<file path="src/rtl/vram_pkg.sv">
// Tile code constants, style encoding and the kind/style -> tile code mapping
// shared by the VRAM write side and the read-side tile decoder.
package vram_pkg;

  localparam logic [7:0] TILE_I          = 8'd0;
  localparam logic [7:0] TILE_T          = 8'd1;
  localparam logic [7:0] TILE_O          = 8'd2;
  localparam logic [7:0] TILE_J          = 8'd3;
  localparam logic [7:0] TILE_L          = 8'd4;
  localparam logic [7:0] TILE_S          = 8'd5;
  localparam logic [7:0] TILE_Z          = 8'd6;
  localparam logic [7:0] TILE_SHADOW     = 8'd7;
  localparam logic [7:0] TILE_GARBAGE    = 8'd8;
  localparam logic [7:0] TILE_BG         = 8'd9;
  localparam logic [7:0] TILE_DARK_BG    = 8'd10;
  localparam logic [7:0] TILE_LIGHT_BASE = 8'd11;
  localparam logic [7:0] TILE_HALF_BASE  = 8'd18;

  typedef enum logic [1:0] {
    STYLE_SOLID = 2'd0,
    STYLE_LIGHT = 2'd1,
    STYLE_HALF  = 2'd2,
    STYLE_BLANK = 2'd3
  } style_e;

  // Kind 7 is the "special" cell: shadow when solid, garbage when light, dark bg when half.
  function automatic logic [7:0] encode_tile(input logic [2:0] kind, input style_e style);
    logic [7:0] piece;
    logic [7:0] code;
    case (kind)
      3'd0:    piece = TILE_I;
      3'd1:    piece = TILE_T;
      3'd2:    piece = TILE_O;
      3'd3:    piece = TILE_J;
      3'd4:    piece = TILE_L;
      3'd5:    piece = TILE_S;
      3'd6:    piece = TILE_Z;
      default: piece = TILE_SHADOW;
    endcase
    case (style)
      STYLE_SOLID: code = piece;
      STYLE_LIGHT: code = (kind == 3'd7) ? TILE_GARBAGE : TILE_LIGHT_BASE + piece;
      STYLE_HALF:  code = (kind == 3'd7) ? TILE_DARK_BG : TILE_HALF_BASE + piece;
      default:     code = TILE_BG;
    endcase
    return code;
  endfunction

endpackage

</file>
<file path="src/rtl/vram_req_fifo.sv">
// Synchronous request FIFO holding {addr, code} entries; push and pop may
// coincide at any occupancy, including full.
module vram_req_fifo #(
  parameter int WIDTH = 16,
  parameter int DEPTH = 4
) (
  input  logic             clk,
  input  logic             rst,
  input  logic             i_push,
  input  logic             i_pop,
  input  logic [WIDTH-1:0] i_din,
  output logic [WIDTH-1:0] o_dout,
  output logic             o_full,
  output logic             o_empty
);

  localparam int PTR_W = $clog2(DEPTH);

  logic [WIDTH-1:0] r_mem [DEPTH];
  logic [PTR_W-1:0] r_wr_ptr;
  logic [PTR_W-1:0] r_rd_ptr;
  logic [PTR_W:0]   r_count;
  logic             w_do_push;
  logic             w_do_pop;

  assign o_empty   = (r_count == '0);
  assign o_full    = (r_count == (PTR_W+1)'(DEPTH));
  assign o_dout    = r_mem[r_rd_ptr];
  assign w_do_pop  = i_pop && !o_empty;
  assign w_do_push = i_push && (!o_full || w_do_pop);

  always_ff @(posedge clk) begin
    if (w_do_push) r_mem[r_wr_ptr] <= i_din;
  end

  always_ff @(posedge clk) begin
    if (rst) begin
      r_wr_ptr <= '0;
      r_rd_ptr <= '0;
      r_count  <= '0;
    end else begin
      if (w_do_push) r_wr_ptr <= r_wr_ptr + 1'b1;
      if (w_do_pop)  r_rd_ptr <= r_rd_ptr + 1'b1;
      case ({w_do_push, w_do_pop})
        2'b10:   r_count <= r_count + 1'b1;
        2'b01:   r_count <= r_count - 1'b1;
        default: r_count <= r_count;
      endcase
    end
  end

endmodule

</file>
<file path="src/rtl/vram_tile_writer.sv">
// Tile VRAM write side: encodes cell updates, buffers them, and runs full-board
// clear sweeps. Define VRAM_TILE_WRITER_STATS_EN to add the write_count port.
module vram_tile_writer
  import vram_pkg::*;
#(
  parameter int COLS       = 10,
  parameter int ROWS       = 20,
  parameter int ADDR_W     = 8,
  parameter int FIFO_DEPTH = 4
) (
  input  logic              clk,
  input  logic              rst,
  input  logic              req_valid,
  output logic              req_ready,
  input  logic [3:0]        req_x,
  input  logic [4:0]        req_y,
  input  logic [2:0]        req_kind,
  input  logic [1:0]        req_style,
  input  logic              clear_req,
  output logic              busy,
  output logic              clear_done,
  output logic              err_oob,
  output logic              vram_we,
  output logic [ADDR_W-1:0] vram_addr,
  output logic [7:0]        vram_data
`ifdef VRAM_TILE_WRITER_STATS_EN
  ,
  output logic [15:0]       write_count
`endif
);

  typedef enum logic [1:0] {
    ST_IDLE  = 2'd0,
    ST_DRAIN = 2'd1,
    ST_SWEEP = 2'd2
  } state_e;

  localparam int                CELLS     = COLS * ROWS;
  localparam int                ENTRY_W   = ADDR_W + 8;
  localparam logic [ADDR_W-1:0] LAST_ADDR = ADDR_W'(CELLS - 1);

  state_e              r_state;
  logic [ADDR_W-1:0]   r_sweep_addr;
  logic                r_live;
  logic                w_in_range;
  logic                w_accept;
  logic                w_enq;
  logic                w_fifo_push;
  logic                w_fifo_pop;
  logic                w_full;
  logic                w_empty;
  logic [ADDR_W-1:0]   w_addr;
  logic [7:0]          w_code;
  logic [ENTRY_W-1:0]  w_fifo_dout;

  assign w_in_range = (int'(req_x) < COLS) && (int'(req_y) < ROWS);
  assign req_ready  = r_live && !w_full && (r_state == ST_IDLE);
  assign w_accept   = req_valid && req_ready;
  assign w_enq      = w_accept && w_in_range;
  assign w_addr     = ADDR_W'(req_y) * ADDR_W'(COLS) + ADDR_W'(req_x);
  assign w_code     = encode_tile(req_kind, style_e'(req_style));
  assign busy       = !w_empty || (r_state != ST_IDLE);

  // An accept into an empty FIFO bypasses storage so the write lands the next cycle.
  assign w_fifo_pop  = (r_state != ST_SWEEP) && !w_empty;
  assign w_fifo_push = w_enq && !w_empty;

  vram_req_fifo #(
    .WIDTH (ENTRY_W),
    .DEPTH (FIFO_DEPTH)
  ) u_fifo (
    .clk     (clk),
    .rst     (rst),
    .i_push  (w_fifo_push),
    .i_pop   (w_fifo_pop),
    .i_din   ({w_addr, w_code}),
    .o_dout  (w_fifo_dout),
    .o_full  (w_full),
    .o_empty (w_empty)
  );

  always_ff @(posedge clk) begin
    if (rst) begin
      r_state      <= ST_IDLE;
      r_sweep_addr <= '0;
      r_live       <= 1'b0;
      vram_we      <= 1'b0;
      vram_addr    <= '0;
      vram_data    <= '0;
      clear_done   <= 1'b0;
      err_oob      <= 1'b0;
    end else begin
      r_live     <= 1'b1;
      vram_we    <= 1'b0;
      clear_done <= 1'b0;
      err_oob    <= w_accept && !w_in_range;
      case (r_state)
        ST_IDLE: begin
          if (w_fifo_pop) begin
            vram_we                <= 1'b1;
            {vram_addr, vram_data} <= w_fifo_dout;
          end else if (w_enq) begin
            vram_we   <= 1'b1;
            vram_addr <= w_addr;
            vram_data <= w_code;
          end
          if (clear_req && r_live) r_state <= ST_DRAIN;
        end
        ST_DRAIN: begin
          if (w_fifo_pop) begin
            vram_we                <= 1'b1;
            {vram_addr, vram_data} <= w_fifo_dout;
          end else begin
            r_state      <= ST_SWEEP;
            r_sweep_addr <= '0;
          end
        end
        ST_SWEEP: begin
          vram_we   <= 1'b1;
          vram_addr <= r_sweep_addr;
          vram_data <= TILE_BG;
          if (r_sweep_addr == LAST_ADDR) begin
            clear_done <= 1'b1;
            r_state    <= ST_IDLE;
          end else begin
            r_sweep_addr <= r_sweep_addr + 1'b1;
          end
        end
        default: r_state <= ST_IDLE;
      endcase
    end
  end

`ifdef VRAM_TILE_WRITER_STATS_EN
  always_ff @(posedge clk) begin
    if (rst)                              write_count <= '0;
    else if (vram_we && write_count != '1) write_count <= write_count + 1'b1;
  end
`endif

endmodule
</file>
<file path="config.mk">
export PLATFORM = sky130hd
export DESIGN_NAME = vram_tile_writer
export DESIGN_NICKNAME = d
export VERILOG_FILES = /design/src/rtl/vram_pkg.sv /design/src/rtl/vram_req_fifo.sv /design/src/rtl/vram_tile_writer.sv
export SDC_FILE = /design/constraint.sdc
export NUM_CORES = 1
export LEC_CHECK = 0
export ABC_CLOCK_PERIOD_IN_PS = 6700
export BUFFER_PORTS_ARGS = -buffer_cell sky130_fd_sc_hd__buf_2
export CAP_MARGIN = 15
export CORE_ASPECT_RATIO = 2
export CORE_MARGIN = 4
export CORE_UTILIZATION = 50
export CTS_BUF_LIST = sky130_fd_sc_hd__clkbuf_8
export CTS_CLUSTER_SIZE = 20
export DETAILED_ROUTE_END_ITERATION = 7
export PLACE_DENSITY = 0.77
export SETUP_SLACK_MARGIN = 0.15
export SLEW_MARGIN = 20
export SYNTH_ARGS = -nofsm -noshare
export SYNTH_HDL_FRONTEND = slang
export SYNTH_SLANG_ARGS = --single-unit
</file>
<file path="constraint.sdc">
create_clock -name clk -period 6.7 [get_ports clk]
set_input_delay 2.01 -clock clk [delete_from_list [all_inputs] [get_ports clk]]
set_output_delay 2.01 -clock clk [all_outputs]
set_load 0.005 [all_outputs]
</file>
Word level (Yosys, flattened, before mapping)
Memories as Yosys holds them, arrays and structs flattened. A register that Yosys moved wholly into a read port is not among the register bits.
Cells that the tools add are included.
W data, S select, Z words.
{"block": "classes", "addsub": 8, "mul": 1, "order_cmp": 2, "n_eq_ne": 22, "muxes": 30, "n_bitwise": 1, "reduce_logical": 28}
{"op": "$mux W8", "count": 10}
{"op": "$pmux W8 S3", "count": 3}
{"op": "$pmux W3 S7", "count": 1}
{"op": "$pmux W8 S2", "count": 1}
{"op": "$eq A3 B3 Y1 const B", "count": 5}
{"op": "$logic_and A1 B1 Y1", "count": 11}
{"op": "$mux W2", "count": 5}
{"op": "$reduce_and A3 Y1", "count": 3}
{"op": "$add A4 B8 Y8 const A", "count": 1}
{"op": "$add A5 B8 Y8 const A", "count": 1}
{"op": "$add A8 B1 Y8 const B", "count": 1}
{"op": "$add A8 B4 Y8", "count": 1}
{"op": "$eq A8 B8 Y1 const B", "count": 1}
{"op": "$ne A2 B2 Y1 const B", "count": 4}
{"op": "$mul A5 B3 Y7 const B", "count": 1}
{"op": "$mux W1", "count": 7}
{"op": "$eq A2 B1 Y1 const B", "count": 3}
{"op": "$eq A2 B2 Y1 const B", "count": 3}
{"op": "$eq A3 B2 Y1 const B", "count": 2}
{"op": "$logic_not A3 Y1", "count": 2}
{"op": "$pmux W2 S3", "count": 1}
{"op": "$pmux W3 S2", "count": 1}
{"op": "$reduce_bool A2 Y1", "count": 3}
{"op": "$lt A5 B5 Y1 const B", "count": 1}
{"op": "other kinds (14)", "count": 20}
{"block": "word_totals", "ff_bits": 37, "ramBits": 64, "input_bits": 18, "word_cells": 104, "memories": 1}
{"memory": "u_fifo.r_mem", "words": 4, "width": 16, "read_ports": 1, "rd_ports_with_merged_regs": 1, "write_ports": 1, "line_no": "vram_req_fifo.sv:19", "rtl": "logic [WIDTH-1:0] r_mem [DEPTH];"}

Logic depth before layout (Yosys ltp)
Gate-level depths: netlist (run 1).
{"block": "logic_depth", "depth_word": 10, "mapped_depth": 11}

Modules after synthesis
From an unflattened synthesis (run 1), not the netlist that was laid out.
{"block": "hier_totals", "cells_unflattened": 380, "hier_area_um2": 4832.1}
{"mod": "vram_req_fifo", "n_inst": 1, "cells_per_inst": 143, "area_per_inst_um2": 2845.2, "seq_area_each_um2": 2102.0}
{"mod": "vram_tile_writer", "n_inst": 1, "cells_per_inst": 237, "area_per_inst_um2": 1986.9, "seq_area_each_um2": 600.6}

Least setup slack after synthesis (run 1)
No wires, ideal clock.
{"block": "synth_timing", "path_type": "input to register", "startpoint": "in req_y[1]", "endpoint": "mem u_fifo.r_mem[0][15], data pin", "setup_ps": 263, "arrival_time_ps": 3857, "required_ps": 6437, "setup_slack_ps": 2579, "cell_stages": 9, "path_buffers": 0, "cell_sequence": "ha_1 ha_1 inv_1 fa_1 nor2b_1 o221ai_1 o211a_1 or3_1 and2_1"}
{"block": "synth_via", "elab_chain_len": 2}
{"element": "start: declaration", "line_no": "vram_tile_writer.sv:16", "rtl": "input logic [4:0] req_y,"}
{"element": "$mul A5 B3 Y7", "line_no": "vram_tile_writer.sv:60", "rtl": "assign w_addr = ADDR_W'(req_y) * ADDR_W'(COLS) + ADDR_W'(req_x);"}
{"element": "$add A8 B4 Y8", "line_no": "vram_tile_writer.sv:60"}
{"element": "net u_fifo.i_din[15]", "line_no": "vram_req_fifo.sv:11", "rtl": "input logic [WIDTH-1:0] i_din,"}
{"element": "end: declaration", "line_no": "vram_req_fifo.sv:19"}
The timed path passes the listed nets, and every way through them passes these cells.

Worst setup path in the final report (run 1)
{"block": "layout_timing", "startpoint": "in req_y[1]", "endpoint": "reg vram_addr[7]"}
{"block": "layout_via", "elab_chain_len": 5, "word_cells_on_any_way": 10}
{"element": "$mul A5 B3 Y7 / $lt A5 B5 Y1 (equally long branches)", "line_no": "vram_tile_writer.sv:60, vram_tile_writer.sv:56"}
{"element": "$add A8 B4 Y8 / $logic_and A1 B1 Y1 (equally long branches)", "line_no": "vram_tile_writer.sv:60, vram_tile_writer.sv:56"}
{"element": "$mux W8 / $logic_and A1 B1 Y1 (equally long branches)", "line_no": "vram_tile_writer.sv:102, vram_tile_writer.sv:59"}
{"element": "$mux W8 / $ne A3 B2 Y1 (equally long branches)"}
{"element": "$pmux W8 S3 / $reduce_and A3 Y1 (equally long branches)"}
{"element": "end signal: assignment", "line_no": "vram_tile_writer.sv:101", "rtl": "{vram_addr, vram_data} <= w_fifo_dout;"}
{"element": "end signal: assignment", "line_no": "vram_tile_writer.sv:104", "rtl": "vram_addr <= w_addr;"}
{"element": "end signal: assignment", "line_no": "vram_tile_writer.sv:112", "rtl": "{vram_addr, vram_data} <= w_fifo_dout;"}
{"element": "end: declaration", "line_no": "vram_tile_writer.sv:24", "rtl": "output logic [ADDR_W-1:0] vram_addr,"}
Parallel ways exist; a longest one is shown, timed or not. The select of a mux whose other input is x is not followed.
A chain may end at the register's enable or synchronous reset.

==> reports/qor.csv, run 1 <==
stage;metric;value;unit
setup_path;required;6.91;ns
timing;final.setup.tns;0;ns
global_routing;grtUsageTotal;18.1;%
cts;ctsRootBufferMaster;clkbuf_8;
drt;vias_per_cell;5.81;
logic_synthesis;seq_area_frac_synth;54.1;%
pwr;p_per_area;364;nW/um2
floorplan;die_h;138;um
pwr;ir_drop;0.189;mV
floorplan;core;8230;um2
placement;post-dp-hpwl;6080;um
drt;drcViolationCount;0;
timing;worstMarginPinSlew;0.871;ns
drt;drtIter0Drc;249;
pwr;combPwrFrac;36.0;%
setup_path;cp_slowest_cell;fa_1;
timing;rsz0062_at_grt;false;
timing;finalMaxSlewViolations;0;
placement;io_buffers;35;
pwr;p_leak;1.74;nW
setup_path;endpoint_kind;register;
pwr;seqPwrFrac;40.9;%
pwr;p_sw_share;34.9;%
logic_synthesis;synth_ff_type;edfxtp_1;
layout;layout_commonest_cell;edfxtp_1;
layout;layout-area-overhead-vs-synth;10.1;%
global_routing;grt_max_degree;27;
setup_path;crit_family;adder cells;
setup_path;slowest_delay;0.46;ns
floorplan;row_count;47;
timing;finalCriticalPeriod;4.07;ns
placement;place_congestion;0.837;
drt;wl;8120;um
hold_path;hold_path_class;register to register;
logic_synthesis;ys_ff_latch;88;
floorplan;start_util;51.2;%
floorplan;io_pins;39;
drt;dr_total_vias;2784;
global_routing;first_global_vias;2785;
layout;nets;420;
global_routing;grt_overflow;0;
logic_synthesis;mappedNetlistArea;4220;um2
cts;clock_path_buffers;2;
drt;dr.pass1.iters;5;
status;outcome;finished, final reports clean;
setup_path;path_class;input pin to register;
logic_synthesis;synth-edff-count;52;
cts;htreeDepth;3;
timing;clock.fmax;246;MHz
layout;layout_common_cells;52 x edfxtp_1, 36 x dfxtp_1, 35 x buf_2, 33 x nor2_1, 23 x ha_1;
setup_path;crit_buf_inv;2;
global_routing;grt_antenna_before_repair;0;
timing;fin_crit_sh;60.7;%
drt;ant_nets;0;
floorplan;die_w;72.9;um
cts;cts_hold_buf;0;
pwr;power.internal;0.00110;W
logic_synthesis;avgSynthCellArea;12.3;um2
pwr;p_clk_share;23.1;%
cts;cts_tree;done;
setup_path;worstSetupStartpointType;input pin;
logic_synthesis;async_flop_share;0;%
setup_path;cp.arrival;4.28;ns
layout;register_area;2280;um2
cts;cts_resized;0;
timing;worst_slew_margin_rel;41.8;%
cts;clock-sinks;88;
cts;clk_transition_reported_paths;0.08;ns
cts;numCtsBuffers;9;
logic_synthesis;yosys_warnings;0;
timing;hold_violations;0;
logic_synthesis;synth.distinct_cells;51;
layout;multi_input_area;1770;um2
floorplan;die_area;10100;um2
layout;num-fill-cells;687;
setup_path;path_cells;buf_2, ha_1, ha_1, inv_1, fa_1, nor2b_1, o221ai_1, o211a_1, or3_1, a31oi_1, a21oi_1;
pwr;power_switching;0.000589;W
global_routing;grt_first_pass_wirelength;13500;um
layout;layout-drive-gt1-share;19.4;%
setup_path;critPathMostFrequentCell;ha_1;
logic_synthesis;netlist_instances;344;
setup_path;crit_fanout;3;
cts;cts_setup_buffers;0;
flow_run;drv_cap;0;
timing;setup_viol;0;
timing;fin_skew;0.00697;ns
cts;clock_latency;0.36;ns
timing;holdWs;0.498;ns
drt;wl_per_cell;17.0;um
layout;antenna_cells;0;
## final cells by class
class,count,area share (%)
inverter,20,1.62
sequential,88,49.2
tap,98,2.64
multi-input combinational,222,38.2
clock inverter,7,1.89
timing repair buffer,35,3.77
clock buffer,9,2.67
## cells by family after synthesis
family / after synthesis / synth area share, %
AND/OR/NAND/NOR: 97 / 11.5
XOR/XNOR: 16 / 3.32
multiplexers: 13 / 6.94
buffers and inverters: 36 / 3.98
flip-flops: 88 / 54.1
other: 1 / 0.0889
adder cells (fa/ha/maj): 26 / 8.25
AO/OA/AOI/OAI: 67 / 11.8
## final timing paths
path                            slack (ns)         start           endpoint  depth (start not counted)
worst max-delay path                  2.63      req_y[1]       vram_addr[7]                         11
worst min-delay path                  0.50  vram_addr[5]       vram_addr[5]                          2
worst max register to register        3.99    r_state[1]  u_fifo.r_count[2]                         11
worst min register to register        0.50  vram_addr[5]       vram_addr[5]                          2
## registers in the layout (all words and copies together) (netlist names), named ones only
signal,cells
u_fifo.r_wr_ptr,2
r_state,2
u_fifo.r_rd_ptr,2
vram_we,1
r_live,1
err_oob,1
u_fifo.r_mem,52
u_fifo.r_count,3
clear_done,1
vram_data,5
r_sweep_addr,8
vram_addr,8
## worst reg2reg max path: stages (launching register included)
cell and delay (ns):
dfxtp_1 0.35, inv_1 0.11, ha_1 0.31, nand2_1 0.18
nor4b_2 0.59, inv_1 0.11, ha_1 0.23, inv_1 0.07
fa_1 0.19, xor2_1 0.08, or3_1 0.30, a21oi_1 0.13
## cell usage after synthesis, drive strengths merged (3+ instances only)
cell / n / area share, %
inv: 20 / 1.8
buf: 9 / 1.6
dfxtp: 36 / 17
xor2: 10 / 2.1
and3: 4 / 0.59
ha: 23 / 6.8
a31oi: 4 / 0.95
nor2: 34 / 3.2
a21oi: 18 / 2.2
nor3: 4 / 0.47
nand3: 10 / 1.2
fa: 3 / 1.4
nand2: 17 / 1.5
clkbuf: 7 / 0.62
mux4: 13 / 6.9
o21ai: 11 / 1.4
and2: 9 / 1.3
xnor2: 6 / 1.2
a222oi: 5 / 1.2
nor2b: 6 / 0.89
a22oi: 6 / 1.1
edfxtp: 52 / 37
nand4: 3 / 0.45
a21o: 3 / 0.53
a211oi: 9 / 2.2
## per-layer routing
layer | global-route usage [%] | routed length, um
met2 | 30.8 | 4390
met1 | 20.7 | 3150
met4 | 9.65 | 233
met5 | 0 | 0
met3 | 3.92 | 344
## through the flow
step | cells | total power, W | utilization (%) | area (um2) | setup slack, ns
floorplan | 346 | 0.00119 | - | 4220 | 2.58
global placement | 463 | 0.00130 | 53.8 | 4430 | 2.33
detailed placement | 463 | 0.00131 | 53.8 | 4430 | 2.28
CTS | 479 | 0.00170 | 56.4 | 4640 | 2.67
global route | 479 | 0.00181 | 56.4 | 4640 | 2.49
finish | 479 | 0.00169 | 56.4 | 4640 | 2.63
## power groups by stage
stage	combinational, W	sequential, W	clock [W]
final	0.000609	0.000691	0.000389
after global routing	0.000686	0.000701	0.000421
after CTS	0.000612	0.000694	0.000397
after detailed placement	0.000607	0.000706	0
after global placement	0.000594	0.000704	0
after floorplan	0.000510	0.000681	0
Power figures use the tool's default switching activity.
==> run 2, diff against run 1 <==
- ABC_AREA: default -> 1
- ABC_CLOCK_PERIOD_IN_PS: 6700 -> 3500
- PLACE_DENSITY: 0.77 -> 0.79
- clock period: 6.7 -> 3.5 ns (I/O delays scaled with it)
==> run 2 against run 1 <==
Against the previous run: cell area up 8.8%; flip-flop and latch count stayed put; clock power rose by 94%; critical endpoint is now u_fifo.r_mem[3][15]; largest power group is now combinational cells; highest routed layer unchanged.
==> reports/qor.csv, run 2 <==
stage;metric;value;unit
status;outcome;finished, final reports clean;
timing;hold_violations;0;
cts;ctsRootBufferMaster;clkbuf_8;
cts;numCtsBuffers;9;
layout;largest_registers;u_fifo.r_mem x52, r_sweep_addr x8, vram_addr x8;
setup_path;r2r-end;u_fifo.r_count[2];
floorplan;die_h;144;um
logic_synthesis;yosysMostFrequentCell;nand2_1;
layout;nets;637;
logic_synthesis;synth_top_cell_area_share;34.0;%
timing;setup_viol;0;
timing;worst_slew_margin_rel;55.4;%
layout;num-fill-cells;783;
setup_path;cp.arrival;2.83;ns
setup_path;crit_family;adder cells;
pwr;p_leak;2.25;nW
layout;layout_commonest_cell;nand2_1;
drt;wl;10200;um
cts;cts_hold_buf;0;
layout;largest-register;u_fifo.r_mem;
cts;clock-sinks;88;
logic_synthesis;synth-edff-count;52;
global_routing;grt_antenna_before_repair;0;
global_routing;grt_first_pass_wirelength;17000;um
drt;wl_per_cell;14.6;um
hold_path;hold_path_class;register to register;
logic_synthesis;synth_ff_type;edfxtp_1;
timing;worstMarginPinSlew;0.668;ns
logic_synthesis;yosysTopAreaCell;edfxtp_1;
layout;largest_reg_flops;52;
layout;final_util;56.4;%
logic_synthesis;yosys_warnings;0;
setup_path;cp_slowest_cell;fa_1;
cts;cts_resized;0;
setup_path;regToRegSetupSlack;0.91;ns
logic_synthesis;mappedNetlistArea;4590;um2
layout;layout-drive-gt1-share;12.0;%
floorplan;core;8950;um2
logic_synthesis;ys_ff_latch;88;
global_routing;first_global_vias;3734;
drt;ant_nets;0;
logic_synthesis;avgSynthCellArea;8.24;um2
timing;finalCriticalPeriod;2.73;ns
pwr;p_per_area;716;nW/um2
setup_path;cp_num_cells;10;
global_routing;grtUsageTotal;20.7;%
logic_synthesis;seq_area_frac_synth;49.7;%
global_routing;grt_max_degree;28;
drt;vias_per_cell;5.30;
cts;htreeDepth;3;
setup_path;startpoint;req_y[1];
setup_path;slowest_delay;0.44;ns
drt;dr_total_vias;3710;
timing;final.setup.tns;0;ns
drt;dr.pass1.iters;4;
setup_path;crit_fanout;4;
layout;layout_common_cells;140 x nand2_1, 73 x nor2_1, 69 x inv_1, 52 x edfxtp_1, 40 x nand3_1;
layout;final_cells;700;
setup_path;r2r-start;r_state[0];
setup_path;worstSetupStartpointType;input pin;
cts;clock_latency;0.37;ns
timing;fin_skew;0.0136;ns
floorplan;row_count;49;
layout;layout-area-overhead-vs-synth;9.95;%
floorplan;io_pins;39;
setup_path;crit_path_end;u_fifo.r_mem[3][15];
cts;clock_path_buffers;2;
setup_path;worstRegToRegCells;16;
logic_synthesis;async_flop_share;0;%
drt;drtIter0Drc;279;
timing;finalWorstSetupSlack;0.771;ns
timing;finalMaxSlewViolations;0;
setup_path;crit_buf_inv;2;
placement;io_buffers;35;
flow_run;drv_cap;0;
setup_path;endpoint_kind;register;
setup_path;path_cells;buf_2, ha_1, ha_1, inv_1, fa_1, nor2_1, nand2_1, nor2_1, nand2_1, and2_1;
timing;fin_crit_sh;78.0;%
pwr;ir_drop;0.590;mV
global_routing;grt_overflow;0;
layout;antenna_cells;0;
placement;place_congestion;0.891;
floorplan;die_area;10900;um2
cts;cts_setup_buffers;0;
logic_synthesis;ys_top_cells_by_count;140 x nand2_1, 73 x nor2_1, 67 x inv_1;
placement;post-dp-hpwl;7510;um
setup_path;required;3.61;ns
logic_synthesis;synth.area.top_cells;edfxtp_1 34%, dfxtp_1 16%, nand2_1 11%;
cts;clk_transition_reported_paths;0.08;ns
logic_synthesis;netlist_instances;557;
drt;drcViolationCount;0;
timing;rsz0062_at_grt;false;
timing;clock.fmax;366;MHz
floorplan;start_util;51.3;%
setup_path;path_class;input pin to register;
floorplan;die_w;75.8;um
cts;cts_tree;done;
placement;dp_slack;0.412;ns
logic_synthesis;synth.distinct_cells;35;
placement;dp_cells;684;
[run 2: layer usage]
metal / vias to the layer above / share of wire [%] / track usage (%)
li1: 1862 / - / -
met1: 1704 / 36 / 21.3
met2: 105 / 55 / 36.6
met3: 39 / 3.8 / 3.85
met4: 0 / 5.5 / 13.1
met5: - / 0 / 0
[run 2: worst register-to-register path: cells and delay by family (launching register included)]
family          cells  cell delay [ns]
fa+ha+maj           3             0.82
compound gates      4             0.45
simple gates        5             0.43
buf+inv             4             0.40
flops               1             0.37
[run 2: power breakdown]
group / internal, W / leakage (nW) / switching (W)
Clock: 0.000398 / 0.116 / 0.000357
Sequential: 0.00123 / 0.765 / 0.0000770
Combinational: 0.000491 / 1.37 / 0.00106
[run 2: kinds of logic after synthesis]
logic type               synth area share, %
adder cells (fa/ha/maj)                 7.58
XOR/XNOR                               0.572
buffers and inverters                   8.23
AO/OA/AOI/OAI                           8.07
flip-flops                              49.7
AND/OR/NAND/NOR                         25.8
other                                 0.0817
[run 2: cell type report]
cell class,instances,area (um2),area share [%]
Multi-Input combinational cell,382,1940,38.4
Timing Repair Buffer,40,213,4.21
Inverter,72,273,5.40
Tap cell,102,128,2.53
Clock inverter,7,90.1,1.78
Sequential cell,88,2280,45.2
Clock buffer,9,124,2.45
[run 2: through the flow]
stage               total power, W  instance area, um2  hold WS (ns)
floorplan                  0.00250                4600         0.454
global placement           0.00283                4830         0.468
detailed placement         0.00288                4830         0.471
CTS                        0.00362                5050         0.490
global route               0.00389                5050         0.534
finish                     0.00361                5050         0.492
[run 2: how the worst min path moves through the flow]
stage / startpoint / end / slack (ns) / depth (start not counted)
2_1_floorplan: u_fifo.r_count[0] / u_fifo.r_count[0] / 0.45 / 1
3_3_place_gp: u_fifo.r_count[0] / u_fifo.r_count[0] / 0.47 / 1
3_5_place_dp: u_fifo.r_count[0] / u_fifo.r_count[0] / 0.47 / 1
4_1_cts: u_fifo.r_count[0] / u_fifo.r_count[0] / 0.49 / 1
5_1_grt: r_sweep_addr[0] / r_sweep_addr[0] / 0.53 / 1
6_report: u_fifo.r_count[0] / u_fifo.r_count[0] / 0.49 / 1
==> run 3, diff against run 2 <==
- ABC_AREA: 1 -> 0
- ABC_CLOCK_PERIOD_IN_PS: 3500 -> 2400
- PLACE_DENSITY: 0.79 -> 0.8
- clock period: 3.5 -> 2.4 ns (I/O delays scaled with it)
==> run 3 against run 2 <==
Against the previous run: the flow now finishes with violations (negative setup slack); clock skew decreased by 0.0059 ns; critical path depth unchanged; via count decreased by 18%; routed wire length decreased by 7.6%; largest power group unchanged; largest cell class unchanged; register-to-register slack got worse by 0.72 ns; flip-flop and latch count unchanged; non-clock buffer count increased by 40.
==> reports/qor.csv, run 3 (synthesized netlist as in run 1, its figures left out) <==
stage;metric;value;unit
global_routing;grtUsageTotal;19.5;%
floorplan;die_area;10100;um2
global_routing;first_global_vias;3054;
layout;register_area;2290;um2
cts;ctsRootBufferMaster;clkbuf_8;
timing;fin_skew;0.00776;ns
global_routing;grt_antenna_before_repair;0;
timing;setup_viol;9;
pwr;ir_drop;0.523;mV
timing;finalWorstSetupSlack;-0.0926;ns
timing;fin_crit_sh;104;%
cts;clock_path_buffers;2;
layout;layout_common_cells;52 x edfxtp_1, 35 x buf_4, 34 x dfxtp_1, 33 x nor2_1, 32 x buf_2;
setup_path;path_class;input pin to register;
drt;drcViolationCount;0;
cts;clock-sinks;88;
drt;dr_total_vias;3026;
status;violations;negative setup slack;
timing;holdWs;0.491;ns
drt;wl_per_cell;18.0;um
timing;final.setup.tns;-0.453;ns
floorplan;die_w;72.9;um
drt;ant_nets;0;
setup_path;endpoint_kind;register;
pwr;p_sw_share;36.8;%
drt;drtIter0Drc;261;
setup_path;required;2.52;ns
timing;worstMarginPinSlew;0.643;ns
global_routing;grt_first_pass_wirelength;14600;um
layout;largest_reg_flops;52;
setup_path;crit_fanout;4;
pwr;p_per_area;967;nW/um2
pwr;p_clk_share;18.9;%
cts;numCtsBuffers;9;
flow_run;drv_cap;0;
drt;dr.pass1.iters;4;
timing;clock.fmax;401;MHz
floorplan;row_count;47;
floorplan;io_pins;39;
layout;layout-area-overhead-vs-synth;25.7;%
cts;clock_latency;0.36;ns
timing;hold_violations;0;
status;outcome;finished with violations;
cts;clk_transition_reported_paths;0.09;ns
placement;post-dp-hpwl;6760;um
pwr;power_switching;0.00188;W
layout;layout_commonest_cell;edfxtp_1;
cts;htreeDepth;3;
pwr;combPwrFrac;44.1;%
cts;cts_hold_buf;0;
global_routing;grt_max_degree;27;
timing;finalCriticalPeriod;2.49;ns
pwr;finalPower;0.00512;W
setup_path;worstSetupStartpointType;input pin;
pwr;power.internal;0.00324;W
timing;worst_slew_margin_rel;57.1;%
drt;wl;9420;um
floorplan;start_util;51.2;%
layout;largest-register;u_fifo.r_mem;
timing;rsz0062_at_grt;true;
layout;antenna_cells;0;
pwr;p_leak;2.02;nW
layout;largest_registers;u_fifo.r_mem x52, r_sweep_addr x8, vram_addr x8;
global_routing;grt_overflow;0;
floorplan;die_h;138;um
placement;place_congestion;0.833;
cts;cts_tree;done;
pwr;seqPwrFrac;37.0;%
hold_path;hold_path_class;register to register;
layout;num-fill-cells;611;
timing;finalMaxSlewViolations;0;
floorplan;core;8230;um2
layout;layout-drive-gt1-share;37.1;%
placement;io_buffers;35;
layout;nets;465;
setup_path;cp.arrival;2.61;ns
drt;vias_per_cell;5.77;
layout;multi_input_area;2000;um2
run 3: metal layers:
metal | global-route usage, % | share of wire (%) | wire length (um)
met5 | 0 | 0 | 0
met4 | 9.14 | 2.1 | 194
met3 | 3.92 | 5.6 | 527
met2 | 36.9 | 56 | 5300
met1 | 19.7 | 36 | 3400
run 3: area by class of cell:
type | count | share of cell area, %
clock buffer | 9 | 2.34
clock inverter | 7 | 1.18
inverter | 20 | 1.46
multi-input combinational | 222 | 37.8
sequential | 88 | 43.2
tap | 98 | 2.31
timing repair buffer | 80 | 11.7
run 3: final timing paths:
check                                      endpoint       start  cells past startpoint  slack (ns)
worst min register to register           r_state[1]  r_state[1]                      2        0.49
worst min-delay path                     r_state[1]  r_state[1]                      2        0.49
worst max register to register    u_fifo.r_count[2]  r_state[0]                     10        0.19
worst max-delay path            u_fifo.r_mem[3][15]    req_y[1]                     10       -0.09
run 3: per-stage QoR:
stage                     util [%]  area, um2  setup slack, ns  std cells
final                         64.4       5300          -0.0926        524
after floorplan                  -       4300           -0.373        346
after global placement        58.6       4830           -0.499        497
after global routing          64.4       5300           -0.119        524
after CTS                     62.1       5110          -0.0720        517
after detailed placement      58.6       4830           -0.602        497
run 3: repair_timing:
action                                  in CTS  in global routing
pin swaps                                    9                 15
endpoints found under the setup margin      10                 18
gates resized for setup                     17                 32
setup buffers                                4                  7
run 3: power groups by stage:
| stage | Sequential, W | Clock [W] | Combinational, W |
|---|---|---|---|
| 5_1_grt | 0.00191 | 0.00105 | 0.00245 |
| 6_report | 0.00190 | 0.000966 | 0.00226 |
| 3_5_place_dp | 0.00193 | 0 | 0.00204 |
| 4_1_cts | 0.00189 | 0.000985 | 0.00210 |
| 3_3_place_gp | 0.00192 | 0 | 0.00197 |
| 2_1_floorplan | 0.00190 | 0 | 0.00146 |
run 3: critical path: stages:
cell	delay (ns)
buf_6	0.10
ha_4	0.26
ha_4	0.13
inv_4	0.03
fa_2	0.57
buf_6	0.11
buf_6	0.10
nor4_4	0.04
or3_4	0.37
and2_4	0.18
